`src/rtl/ff_stim_check.sv`:
```
// Stimulus generator and golden-model checker for iCE40 FF packing tests.
// Drives CE / sync-reset / sync-set vectors and scores a two-stage DUT.
module ff_stim_check #(
  parameter logic [15:0] SEED        = 16'hACE1,
  parameter int          NUM_VECTORS = 1024,
  parameter int          EXTRA_LAT   = 0,
  parameter int          ERR_W       = 8
) (
  input  logic             clk,
  input  logic             rst,
  input  logic             start,
  output logic             stim_cen,
  output logic             stim_rst,
  output logic             stim_ina,
  output logic             stim_inb,
  input  logic             resp_a,
  input  logic             resp_b,
  output logic             busy,
  output logic             done,
  output logic             pass,
  output logic [ERR_W-1:0] err_count,
  output logic [15:0]      first_err_idx
);

  typedef enum logic [1:0] {
    S_IDLE,
    S_RUN,
    S_DRAIN,
    S_DONE
  } state_t;

  localparam int          TAGD  = 3 + EXTRA_LAT;
  localparam logic [15:0] LASTV = 16'(NUM_VECTORS - 1);
  localparam logic [2:0]  DLAST = 3'(3 + EXTRA_LAT);

  state_t           r_state;
  logic [15:0]      r_lfsr;
  logic [15:0]      r_idx;
  logic [2:0]       r_dcnt;
  logic [3:0]       r_stim;
  logic             r_busy;
  logic             r_done;
  logic             r_pass;
  logic [ERR_W-1:0] r_err;
  logic [15:0]      r_first;

  logic [TAGD-1:0]  r_tv;
  logic [15:0]      r_tidx [TAGD];
  logic             r_ma;
  logic             r_mb;
  logic             r_ea [EXTRA_LAT+1];
  logic             r_eb [EXTRA_LAT+1];

  logic [15:0]      w_lfsr_nx;
  logic [3:0]       w_vec;
  logic             w_clr;
  logic             w_mis;

  assign w_lfsr_nx = {1'b0, r_lfsr[15:1]}
                   ^ (r_lfsr[0] ? 16'hB400 : 16'h0000);

  // Vector 0 forces both model FFs to a known value.
  assign w_vec = (r_idx == 16'd0) ? 4'b1110
               : {r_lfsr[0], r_lfsr[1] & r_lfsr[2],
                  r_lfsr[3], r_lfsr[4]};

  assign w_clr = (r_state == S_RUN) && (r_idx == 16'd0);

  assign w_mis = r_tv[TAGD-1]
               & ((resp_a != r_ea[EXTRA_LAT])
                | (resp_b != r_eb[EXTRA_LAT]));

  always_ff @(posedge clk) begin
    if (!rst) begin
      r_state <= S_IDLE;
      r_lfsr  <= SEED;
      r_idx   <= 16'd0;
      r_dcnt  <= 3'd0;
      r_stim  <= 4'd0;
      r_busy  <= 1'b0;
      r_done  <= 1'b0;
      r_pass  <= 1'b0;
    end else begin
      unique case (r_state)
        S_IDLE, S_DONE: begin
          r_stim <= 4'd0;
          if (start) begin
            r_state <= S_RUN;
            r_lfsr  <= SEED;
            r_idx   <= 16'd0;
          end
        end
        S_RUN: begin
          r_stim <= w_vec;
          r_lfsr <= w_lfsr_nx;
          r_idx  <= r_idx + 16'd1;
          r_busy <= 1'b1;
          r_done <= 1'b0;
          r_pass <= 1'b0;
          if (r_idx == LASTV) begin
            r_state <= S_DRAIN;
            r_dcnt  <= 3'd0;
          end
        end
        S_DRAIN: begin
          r_stim <= 4'd0;
          if (r_dcnt == DLAST) begin
            r_state <= S_DONE;
            r_busy  <= 1'b0;
            r_done  <= 1'b1;
            r_pass  <= (r_err == '0);
          end else begin
            r_dcnt <= r_dcnt + 3'd1;
          end
        end
        default: r_state <= S_IDLE;
      endcase
    end
  end

  always_ff @(posedge clk) begin
    if (!rst) begin
      r_tv    <= '0;
      r_ma    <= 1'b0;
      r_mb    <= 1'b0;
      r_err   <= '0;
      r_first <= 16'hFFFF;
      for (int i = 0; i < TAGD; i++) begin
        r_tidx[i] <= 16'd0;
      end
      for (int i = 0; i <= EXTRA_LAT; i++) begin
        r_ea[i] <= 1'b0;
        r_eb[i] <= 1'b0;
      end
    end else begin
      r_tv[0]   <= (r_state == S_RUN);
      r_tidx[0] <= r_idx;
      for (int i = 1; i < TAGD; i++) begin
        r_tv[i]   <= r_tv[i-1];
        r_tidx[i] <= r_tidx[i-1];
      end
      // Stage 1: A has CE+sync reset, B has CE+sync set.
      if (r_stim[3]) begin
        r_ma <= r_stim[2] ? 1'b0 : r_stim[1];
      end
      if (r_stim[1]) begin
        r_mb <= r_stim[2] ? 1'b1 : r_stim[0];
      end
      r_ea[0] <= r_ma;
      r_eb[0] <= r_mb;
      for (int i = 1; i <= EXTRA_LAT; i++) begin
        r_ea[i] <= r_ea[i-1];
        r_eb[i] <= r_eb[i-1];
      end
      if (w_clr) begin
        r_err   <= '0;
        r_first <= 16'hFFFF;
      end else if (w_mis) begin
        if (r_err != {ERR_W{1'b1}}) begin
          r_err <= r_err + ERR_W'(1);
        end
        if (r_first == 16'hFFFF) begin
          r_first <= r_tidx[TAGD-1];
        end
      end
    end
  end

  assign stim_cen      = r_stim[3];
  assign stim_rst      = r_stim[2];
  assign stim_ina      = r_stim[1];
  assign stim_inb      = r_stim[0];
  assign busy          = r_busy;
  assign done          = r_done;
  assign pass          = r_pass;
  assign err_count     = r_err;
  assign first_err_idx = r_first;

endmodule

```
`config.mk`:
```
export PLATFORM = sky130hd
export DESIGN_NAME = ff_stim_check
export DESIGN_NICKNAME = d
export VERILOG_FILES = /design/src/rtl/ff_stim_check.sv
export SDC_FILE = /design/constraint.sdc
export NUM_CORES = 1
export LEC_CHECK = 0
export ABC_AREA = 1
export BUFFER_PORTS_ARGS = -buffer_cell sky130_fd_sc_hd__buf_4
export CAP_MARGIN = 10
export CORE_MARGIN = 5
export CORE_UTILIZATION = 50
export CTS_BUF_LIST = sky130_fd_sc_hd__clkbuf_16
export DETAILED_ROUTE_END_ITERATION = 7
export PLACE_DENSITY = 0.75
export SKIP_LAST_GASP = 1
export SLEW_MARGIN = 20
export SYNTH_ARGS = -nofsm -noshare
export SYNTH_HDL_FRONTEND = slang
export SYNTH_SLANG_ARGS = --single-unit
```
`constraint.sdc`:
```
create_clock -name clk -period 1.6 [get_ports clk]
set_input_delay 0.08 -clock clk [delete_from_list [all_inputs] [get_ports clk]]
set_output_delay 0.08 -clock clk [all_outputs]
set_load 0.02 [all_outputs]
```
==> results.sh <==
export IMPL_endpoint_kind="flip-flop"
export IMPL_grt_pass1_wl_um=15900
export IMPL_yosysWarningCount=0
export IMPL_setup_tns_final_ps=0
export IMPL_fp_row_count=35
export IMPL_critPathKind="flip-flop to flip-flop"
export IMPL_dp_hpwl_um=6310
export IMPL_hold_violations=0
export IMPL_cp_arrival_ps=1870
export IMPL_dp_cells=776
export IMPL_multi_input_area_mm2=0.00197
export IMPL_critical_path_peak_fanout=5
export IMPL_overflow=0
export IMPL_core_area_mm2=0.00933
export IMPL_mostFrequentLayoutCells="nand2_1 (155), dfxtp_1 (119), inv_1 (98)"
export IMPL_cts_root_buf="clkbuf_16"
export IMPL_htreeDepth=4
export IMPL_syn_avg_cell_area_um2=7.92
export IMPL_final_common_cell="nand2_1"
export IMPL_hold_class="primary input to flip-flop"
export IMPL_detail_route_wl_per_cell_um=11.7
export IMPL_ff2ff_setup_slack_ps=20
export IMPL_synth_edf_count=0
export IMPL_drive_gt1_frac=0.202
export IMPL_startpoint_type="flip-flop"
export IMPL_grt_max_degree=38
export IMPL_start_util=0.516
export IMPL_num_fill_cells=753
export IMPL_clock_path_buffers=2
export IMPL_antenna_cells=0
export IMPL_status="completed"
export IMPL_nets=687
export IMPL_drv_cap=0
export IMPL_synth_distinct_cells=41
export IMPL_async_reset_ff_frac=0
export IMPL_vias=3800
export IMPL_dieWidth_um=108
export IMPL_min_period_ps=1580
export IMPL_power_density_mw_per_mm2=1610
export IMPL_drt_iter0_markers=187
export IMPL_p_leak_nw=3.06
export IMPL_antenna_found_initial=0
export IMPL_regToRegEndpoint="r_idx[2]$_SDFFE_PN0P_"
export IMPL_max_stage_delay_ps=380
export IMPL_grt_pass1_vias=3559
export IMPL_path_cells="inv_4 -> ha_4 -> inv_4 -> nand2_4 -> nand2_8 -> buf_4 -> buf_4 -> nand2_1 -> nand2_1 -> o211ai_1 -> inv_2"
export IMPL_fin_crit_sh=0.985
export IMPL_instances_no_fill=813
export IMPL_drtAntennaViolNets=0
export IMPL_drc=0
export IMPL_die_y_um=108
export IMPL_crit_required_ps=1900
export IMPL_critPathLaunch="r_state[0]$_SDFFE_PN0P_"
export IMPL_r2r_start="r_state[0]$_SDFFE_PN0P_"
export IMPL_rr_worst_depth=11
export IMPL_synthesis_nets=624
export IMPL_globalplace_congestion=0.831
export IMPL_ys_seq_area_frac=0.512
export IMPL_cts_inserted_buffers=17
export IMPL_synthCells=608
export IMPL_port_buffers=35
export IMPL_fin_skew_ps=11.0
export IMPL_grt_setup_unrepaired="true"
export IMPL_grtUsageTotal=0.170
export IMPL_die_area_mm2=0.0117
export IMPL_netlist_area_mm2=0.00481
export IMPL_worst_pin_slew_ps=324
export IMPL_cp_slowest_cell="dfxtp_4"
export IMPL_max_freq_ghz=0.634
export IMPL_synth_ff_latch_count=123
export IMPL_via_per_inst=4.67
export IMPL_ir_drop_v=0.000919
export IMPL_cts_sinks=123
export IMPL_maxSlewViolCount=0
export IMPL_cts_tree="yes"
export IMPL_syn_to_final_growth_pct=24.3
export IMPL_p_total_mw=9.61
export IMPL_clk_pin_slew_ps=60
export IMPL_regArea_mm2=0.00247
export IMPL_ys_flop_type="dfxtp_1"
export IMPL_wl_um=9490
export IMPL_num_io_pins=36
export IMPL_max_slew_margin=0.784
export IMPL_crit_path_end="r_idx[2]$_SDFFE_PN0P_"
export IMPL_drt_pass1_iter_count=6
export IMPL_clk_latency_ps=410
export IMPL_setup_viol=0
-- repair_timing --
action / in CTS / in global routing
hold buffers: 1 / 0
endpoints found under the hold margin: 6 / 0
setup endpoints to repair: 7 / 35
setup buffers: 0 / 4
resized for setup: 3 / 25
pin swaps: 1 / 5
-- registers in the layout (all words and copies together), names as in the netlist, 2 cells and up --
register	flops
err_count	8
r_stim	4
r_lfsr	16
first_err_idx	16
r_dcnt	3
r_idx	16
r_tv	3
r_state	2
r_tidx	48
-- power breakdown --
| group | internal [mW] | switching [mW] | total [mW] |
|---|---|---|---|
| clock network | 2.00 | 1.45 | 3.46 |
| registers | 3.37 | 0.189 | 3.56 |
| logic | 0.984 | 1.62 | 2.60 |
| total | 6.36 | 3.26 | 9.61 |
-- per-layer routing --
metal | GRT usage | routed length, um
met1 | 0.213 | 4270
met5 | 0 | 0
met3 | 0.0388 | 456
met4 | 0.0803 | 165
met2 | 0.279 | 4600
-- cell families (layout without fill, tap and decap cells) --
group	count (synthesis)	after routing	share of synthesized area
buffers and inverters	121	197	0.0996
DFF	123	123	0.512
adders and majority gates	11	11	0.0286
xor gates and xnor gates	8	8	0.0146
AOI/OAI and AO/OA	56	56	0.0684
and+or+nand+nor	289	289	0.277
-- area by class of cell --
type | count | area share
Clock buffer | 17 | 0.0711
Clock inverter | 15 | 0.0192
Inverter | 108 | 0.0694
Multi-Input combinational cell | 364 | 0.329
Sequential cell | 123 | 0.413
Tap cell | 129 | 0.0270
Timing Repair Buffer | 57 | 0.0719
-- stage by stage --
stage	util	cell area [um2]	setup slack [ps]	hold WS, ps
final	0.642	5980	23.6	159
after global routing	0.642	5980	-84.6	187
after CTS	0.629	5870	9.24	85.6
after detailed placement	0.569	5310	1.42	388
after global placement	0.569	5310	76.5	393
after floorplan	-	4830	19.7	390
-- synthesized netlist by cell type (5+ instances only) --
master / number / share of area
ha_1: 11 / 0.029
nand3_2: 8 / 0.017
nor3_1: 7 / 0.0073
nand2_2: 5 / 0.0065
o22ai_1: 8 / 0.010
nand2_1: 157 / 0.12
a21oi_1: 27 / 0.028
nand2_4: 5 / 0.012
inv_2: 6 / 0.0047
xor2_1: 5 / 0.0091
inv_1: 101 / 0.079
o211ai_1: 5 / 0.0078
dfxtp_1: 123 / 0.51
buf_2: 6 / 0.0062
nor2_1: 48 / 0.037
nand3_1: 37 / 0.038
-- worst min-delay path by stage --
stage,cells after the start,from,to
floorplan,2,r_tidx[0][0]$_SDFF_PN0_,r_tidx[1][0]$_SDFF_PN0_
global route,5,start,r_idx[0]$_SDFFE_PN0P_
global placement,3,rst,r_ea[0]$_DFF_P_
finish,5,start,r_idx[0]$_SDFFE_PN0P_
CTS,4,start,r_idx[0]$_SDFFE_PN0P_
detailed placement,3,rst,r_ea[0]$_DFF_P_
-- worst max-delay path, delay by kind of cell, from the launching register on --
family                   cells  cell delay (ps)
AO/OA/AOI/OAI                1              100
adder cells (fa/ha/maj)      1              300
buffers and inverters        5              430
flip-flops                   1              380
AND/OR/NAND/NOR              4              260
(Power assumes the default switching activity.)
